<file path="src/rtl/arb_pkg.sv">
// arb_pkg: shared state/owner encodings and default widths for the memory port arbiter.
package arb_pkg;
    localparam int ARB_ADDR_W     = 32;
    localparam int ARB_DATA_W     = 32;
    localparam int ARB_MEM_LAT    = 2;
    localparam int ARB_STARVE_MAX = 4;
    localparam int ARB_CNT_W      = 4;
    localparam logic [1:0] ARB_IDLE = 2'd0;
    localparam logic [1:0] ARB_BUSY = 2'd1;
    localparam logic [1:0] ARB_RESP = 2'd2;
    localparam logic OWN_IF = 1'b0;
    localparam logic OWN_DM = 1'b1;
    function automatic logic [31:0] sat_inc32(input logic [31:0] v);
        return (&v) ? v : v + 32'd1;
    endfunction
endpackage

</file>
<file path="src/rtl/mem_lat_timer.sv">
// mem_lat_timer: loadable down-counter with a zero flag and synchronous reset.
module mem_lat_timer
    import arb_pkg::*;
#(
    parameter int W = ARB_CNT_W
) (
    input  logic         clk_i,
    input  logic         rst_i,
    input  logic         load_i,
    input  logic [W-1:0] val_i,
    output logic         zero_o
);
    logic [W-1:0] cnt;
    always_ff @(posedge clk_i) begin
        if (rst_i) cnt <= '0;
        else if (load_i) cnt <= val_i;
        else if (cnt != '0) cnt <= cnt - W'(1);
    end
    assign zero_o = cnt == '0;
endmodule

</file>
<file path="src/rtl/mem_port_arbiter.sv">
// mem_port_arbiter: IF/DM arbiter for a single-ported multi-cycle memory with starvation guard.
// Optional grant/stall performance counters are enabled by defining ARB_PERF_CNT_EN.
module mem_port_arbiter
    import arb_pkg::*;
#(
    parameter int ADDR_W     = ARB_ADDR_W,
    parameter int DATA_W     = ARB_DATA_W,
    parameter int MEM_LAT    = ARB_MEM_LAT,
    parameter int STARVE_MAX = ARB_STARVE_MAX
) (
    input  logic              clk_i,
    input  logic              rst_i,
    input  logic              start_i,
    input  logic              if_req_i,
    input  logic [ADDR_W-1:0] if_addr_i,
    output logic [DATA_W-1:0] if_data_o,
    output logic              if_ready_o,
    input  logic              dm_req_i,
    input  logic              dm_we_i,
    input  logic [ADDR_W-1:0] dm_addr_i,
    input  logic [DATA_W-1:0] dm_wdata_i,
    output logic [DATA_W-1:0] dm_rdata_o,
    output logic              dm_ready_o,
    output logic              mem_en_o,
    output logic              mem_we_o,
    output logic [ADDR_W-1:0] mem_addr_o,
    output logic [DATA_W-1:0] mem_wdata_o,
    input  logic [DATA_W-1:0] mem_rdata_i,
    output logic              stall_o
`ifdef ARB_PERF_CNT_EN
    ,
    output logic [31:0]       if_grant_cnt_o,
    output logic [31:0]       dm_grant_cnt_o,
    output logic [31:0]       stall_cnt_o
`endif
);
    localparam int SW = $clog2(STARVE_MAX + 1);
    logic [1:0]        state;
    logic              owner;
    logic              we_q;
    logic [ADDR_W-1:0] addr_q;
    logic [DATA_W-1:0] wdata_q;
    logic [DATA_W-1:0] if_data_q;
    logic [DATA_W-1:0] dm_data_q;
    logic [SW-1:0]     starve;
    logic              zero;
    logic              grant;
    logic              pick_if;
    assign grant   = state == ARB_IDLE && start_i && (if_req_i || dm_req_i);
    // DM normally wins; IF is forced through once it has lost STARVE_MAX times in a row
    assign pick_if = if_req_i && (!dm_req_i || starve == SW'(STARVE_MAX));
    mem_lat_timer #(.W(ARB_CNT_W)) u_timer (
        .clk_i  (clk_i),
        .rst_i  (rst_i),
        .load_i (grant),
        .val_i  (ARB_CNT_W'(MEM_LAT - 1)),
        .zero_o (zero)
    );
    always_ff @(posedge clk_i) begin
        if (rst_i) begin
            state     <= ARB_IDLE;
            owner     <= OWN_IF;
            we_q      <= 1'b0;
            addr_q    <= '0;
            wdata_q   <= '0;
            if_data_q <= '0;
            dm_data_q <= '0;
            starve    <= '0;
        end else if (grant) begin
            state   <= ARB_BUSY;
            owner   <= pick_if ? OWN_IF : OWN_DM;
            we_q    <= !pick_if && dm_we_i;
            addr_q  <= pick_if ? if_addr_i : dm_addr_i;
            wdata_q <= pick_if ? '0 : dm_wdata_i;
            starve  <= pick_if ? '0 : (if_req_i && starve != SW'(STARVE_MAX)) ? starve + SW'(1) : starve;
        end else if (state == ARB_BUSY && zero) begin
            state <= ARB_RESP;
            if (!we_q && owner == OWN_IF) if_data_q <= mem_rdata_i;
            if (!we_q && owner == OWN_DM) dm_data_q <= mem_rdata_i;
        end else if (state != ARB_BUSY) begin
            state <= ARB_IDLE;
        end
    end
    assign mem_en_o    = state == ARB_BUSY;
    assign mem_we_o    = mem_en_o && we_q;
    assign mem_addr_o  = addr_q;
    assign mem_wdata_o = wdata_q;
    assign if_ready_o  = state == ARB_RESP && owner == OWN_IF;
    assign dm_ready_o  = state == ARB_RESP && owner == OWN_DM;
    assign if_data_o   = if_data_q;
    assign dm_rdata_o  = dm_data_q;
    assign stall_o     = (if_req_i && !if_ready_o) || (dm_req_i && !dm_ready_o);
`ifdef ARB_PERF_CNT_EN
    always_ff @(posedge clk_i) begin
        if (rst_i) begin
            if_grant_cnt_o <= '0;
            dm_grant_cnt_o <= '0;
            stall_cnt_o    <= '0;
        end else begin
            if (grant && pick_if) if_grant_cnt_o <= sat_inc32(if_grant_cnt_o);
            if (grant && !pick_if) dm_grant_cnt_o <= sat_inc32(dm_grant_cnt_o);
            if (stall_o) stall_cnt_o <= sat_inc32(stall_cnt_o);
        end
    end
`endif
endmodule
</file>
<file path="config.mk">
export PLATFORM = sky130hd
export DESIGN_NAME = mem_port_arbiter
export DESIGN_NICKNAME = d
export VERILOG_FILES = /design/src/rtl/arb_pkg.sv /design/src/rtl/mem_lat_timer.sv /design/src/rtl/mem_port_arbiter.sv
export SDC_FILE = /design/constraint.sdc
export NUM_CORES = 1
export LEC_CHECK = 0
export ABC_AREA = 0
export BUFFER_PORTS_ARGS = -buffer_cell sky130_fd_sc_hd__buf_2
export CAP_MARGIN = 15
export CORE_ASPECT_RATIO = 1.1
export CORE_MARGIN = 4
export CORE_UTILIZATION = 51
export CTS_CLUSTER_SIZE = 40
export DETAILED_ROUTE_END_ITERATION = 16
export PLACE_DENSITY = 0.85
export SLEW_MARGIN = 20
export SYNTH_ARGS = -nofsm -noshare
export SYNTH_HDL_FRONTEND = slang
export SYNTH_HIERARCHICAL = 1
export SYNTH_SLANG_ARGS = --single-unit
</file>
<file path="constraint.sdc">
create_clock -name clk_i -period 4.1 [get_ports clk_i]
set_input_delay 0.41 -clock clk_i [delete_from_list [all_inputs] [get_ports clk_i]]
set_output_delay 0.41 -clock clk_i [all_outputs]
set_load 0.005 [all_outputs]
</file>
==> flow_summary.rst <==
.. list-table::
   :header-rows: 1

   * - Metric
     - Value
   * - Area of the die
     - 13800 um2
   * - Aggregate negative setup slack
     - 0 ns
   * - Worst hold path type
     - in2reg
   * - Total net switching power
     - 1.08 mW
   * - Height of the die
     - 123 um
   * - Pwr per Cell Area
     - 472 nW/um2
   * - Antenna Cells
     - 0
   * - Resized Gates After CTS
     - 0
   * - Area contributors post-synth
     - sky130_fd_sc_hd__dfxtp_1 45%, sky130_fd_sc_hd__mux2i_1 10%, sky130_fd_sc_hd__nand2b_1 9.9%
   * - Initial Utilization
     - 0.529
   * - Count of input and output buffers
     - 266
   * - Leading cell type by number of instances after synthesis
     - sky130_fd_sc_hd__dfxtp_1
   * - Share of power burned in combinational logic
     - 0.190
   * - GRT Resource Usage Total
     - 0.247
   * - DR DRC count
     - 0
   * - Layout Nets
     - 1022
   * - Cell-by-cell listing of the critical path
     - inv_1, ha_1, nor3b_4, nand3b_1, or3b_4, mux2i_1
   * - Hold-fix buffers, CTS
     - 0
   * - Weighted congestion at the end of routability-driven global placement
     - 0.791
   * - HPWL after DPL
     - 12100 um
   * - Wire length per cell
     - 17.1 um
   * - Sum of routed wire length over all layers
     - 17900 um
   * - Critical-path maximum fanout
     - 32
   * - Data arrival, critical path
     - 2.42 ns
   * - Share of synthesized flip-flops with an asynchronous set or reset
     - 0
   * - Final count of hold timing violations
     - 0
   * - Slew headroom
     - 0.353
   * - CTS tree
     - built
   * - Largest area contributor in the netlist
     - sky130_fd_sc_hd__dfxtp_1
   * - Max-cap viol count
     - 0
   * - Run status
     - finished clean
   * - Crit path required time
     - 4.36 ns
   * - Highest ir drop seen on vdd
     - 0.000269 V
   * - Residual overflow from global routing
     - 0
   * - Maximum number of pins on one net before global-route repair
     - 141
   * - Number of global-route vias before repair
     - 5704
   * - Signed area change from the synthesized netlist to the final layout
     - 31.9%
   * - Clock-pin slew on the worst setup and hold paths
     - 0.06 ns
   * - Leakage power total
     - 3.66 nW
   * - Count of buffers added by post-CTS timing repair for setup
     - 0
   * - Clock network latency to the later pin of the worst-skew pair
     - 0.40 ns
   * - Cell area after synthesis
     - 6130 um2
   * - Final setup violation count
     - 0
   * - Delay of the slowest cell on the worst path
     - 0.69 ns
   * - Clock skew after layout
     - 0.0112 ns
   * - Synth top area share
     - 0.454
   * - Kind of critical path
     - reg2reg
   * - Die span in x
     - 113 um
   * - Global-route wire length before repair
     - 27900 um
   * - Number of synthesized register bits
     - 139
   * - Antenna-violating nets left
     - 0
   * - Number of slew-limit violations in the final report
     - 0
   * - Critical-path cell with the highest stage delay
     - sky130_fd_sc_hd__or3b_4
   * - Count of routing violations after the opening detailed-route iteration
     - 505
   * - Transition time at the pin with the least slew margin
     - 0.971 ns
   * - Via/cell ratio
     - 5.64
   * - Ratio of cells with drive above 1 in the final layout
     - 0.357
   * - Synth Instances
     - 659
   * - Sink Count
     - 139
   * - Max Root-Sink Buffers
     - 2
   * - Clock H-tree levels
     - 4
   * - Sequential share of the synthesized area
     - 0.454
   * - Commonest cells post-synth
     - 139 x sky130_fd_sc_hd__dfxtp_1, 97 x sky130_fd_sc_hd__nand2b_1, 70 x sky130_fd_sc_hd__a21oi_1
   * - I/O pin cnt
     - 267
   * - CP startpoint kind
     - register
   * - Total internal power
     - 2.74 mW
   * - Maximum clock frequency
     - 464 MHz
   * - Placeable core region
     - 11600 um2
   * - Per-instance average area after synthesis
     - 9.31 um2
   * - Buffer type at the clock tree root
     - sky130_fd_sc_hd__clkbuf_16
   * - Ys flop type
     - sky130_fd_sc_hd__dfxtp_1
   * - Hold slack final
     - 0.256 ns
   * - Site Rows
     - 41
   * - Number of buffers created by CTS
     - 17
   * - Setup repair after global routing missed its margin
     - no
   * - Distinct cell type count of the synthesized netlist
     - 41
   * - Register share of total power
     - 0.408
   * - Number of enable flip-flop cells after synthesis
     - 0
   * - Via count
     - 5906
   * - First drt pass iteration count
     - 5
   * - Fin crit share
     - 0.526
   * - Switching share of power
     - 0.282
   * - Share of power burned in the clock network
     - 0.401
   * - Number of antenna violations at the first check in global routing
     - 0
   * - Yosys warnings
     - 6
   * - Min Clock Period, post-route
     - 2.16 ns
   * - Crit. End Element
     - register
==> sequential cells by signal, indices dropped and copies added, names as in the netlist <==
signal       flops
dm_rdata_o      32
if_data_o       32
mem_addr_o      32
mem_wdata_o     32
u_timer/cnt      4
starve           3
state            2
owner            1
we_q             1
==> critical path, delay by kind of cell, from the launching register on <==
| kind | cells | cell delay (ns) |
|---|---|---|
| adders and majority gates | 1 | 0.19 |
| buffers and inverters | 1 | 0.08 |
| DFF | 1 | 0.31 |
| muxes | 1 | 0.21 |
| and+or+nand+nor | 3 | 1.19 |
==> metrics by stage <==
stage / power, mW / std cells / utilization / setup WS, ns / area (um2)
global placement: 2.29 / 1014 / 0.641 / 1.74 / 7430
detailed placement: 2.30 / 1014 / 0.641 / 1.64 / 7430
global route: 3.99 / 1048 / 0.698 / 1.77 / 8090
floorplan: 2.03 / 661 / - / 2.24 / 6140
finish: 3.82 / 1048 / 0.698 / 1.94 / 8090
CTS: 3.84 / 1046 / 0.693 / 1.63 / 8030
==> worst paths after layout <==
check	from	end	slack (ns)	depth (start not counted)
max reg2reg	u_timer/cnt[0]	dm_rdata_o[18]	1.94	6
min reg2reg	if_data_o[17]	if_data_o[17]	0.47	2
min	dm_wdata_i[29]	mem_wdata_o[29]	0.26	3
max	u_timer/cnt[0]	dm_rdata_o[18]	1.94	6
==> area by class of cell <==
type	count	area [um2]
clock buffer	18	439
clock inverter	14	159
fill	926	3510
inverter	7	26.3
multi-input combinational	444	3050
sequential	139	2780
tap	150	188
timing repair buffer	276	1440
==> power by group through the flow <==
| stage | clock [mW] | combinational [mW] | sequential [mW] |
|---|---|---|---|
| final | 1.53 | 0.727 | 1.56 |
| after CTS | 1.56 | 0.721 | 1.56 |
| after floorplan | 0 | 0.444 | 1.59 |
| after detailed placement | 0 | 0.718 | 1.59 |
| after global placement | 0 | 0.707 | 1.58 |
| after global routing | 1.62 | 0.799 | 1.58 |
==> logic make-up (layout without fill, tap and decap cells) <==
family | after synthesis | in the layout | share of synthesized area
AO/OA/AOI/OAI | 209 | 209 | 0.213
AND/OR/NAND/NOR | 161 | 161 | 0.161
flip-flops | 139 | 139 | 0.454
buffers and inverters | 78 | 315 | 0.0553
multiplexers | 65 | 65 | 0.106
adder cells (fa/ha/maj) | 3 | 3 | 0.00612
other | 2 | 4 | 0.00122
XOR/XNOR | 2 | 2 | 0.00286
==> cell usage in the layout, fill, tap and decap left out, types with 2 or more instances in the layout <==
master / instances
sky130_fd_sc_hd__nor3_1: 2
sky130_fd_sc_hd__mux2i_1: 64
sky130_fd_sc_hd__nor3b_4: 2
sky130_fd_sc_hd__xnor2_1: 2
sky130_fd_sc_hd__inv_6: 5
sky130_fd_sc_hd__or2_2: 2
sky130_fd_sc_hd__o21ai_0: 67
sky130_fd_sc_hd__clkbuf_16: 17
sky130_fd_sc_hd__nand4_1: 2
sky130_fd_sc_hd__a21oi_1: 70
sky130_fd_sc_hd__a311oi_1: 32
sky130_fd_sc_hd__nand2b_1: 97
sky130_fd_sc_hd__clkinv_4: 4
sky130_fd_sc_hd__nor2b_1: 3
sky130_fd_sc_hd__ha_1: 3
sky130_fd_sc_hd__bufinv_16: 2
sky130_fd_sc_hd__nand3_1: 32
sky130_fd_sc_hd__dfxtp_1: 139
sky130_fd_sc_hd__o2111ai_1: 33
sky130_fd_sc_hd__clkinvlp_4: 2
sky130_fd_sc_hd__buf_2: 265
sky130_fd_sc_hd__o22ai_1: 3
sky130_fd_sc_hd__nand2_1: 7
sky130_fd_sc_hd__inv_1: 5
sky130_fd_sc_hd__conb_1: 4
sky130_fd_sc_hd__nor3b_1: 2
sky130_fd_sc_hd__buf_4: 9
==> routing by layer <==
metal | track usage | part of all wire
met5 | 0 | 0
met4 | 0.110 | 0.027
met3 | 0.0710 | 0.086
met2 | 0.404 | 0.48
met1 | 0.303 | 0.41
Power figures use the tool's default switching activity.
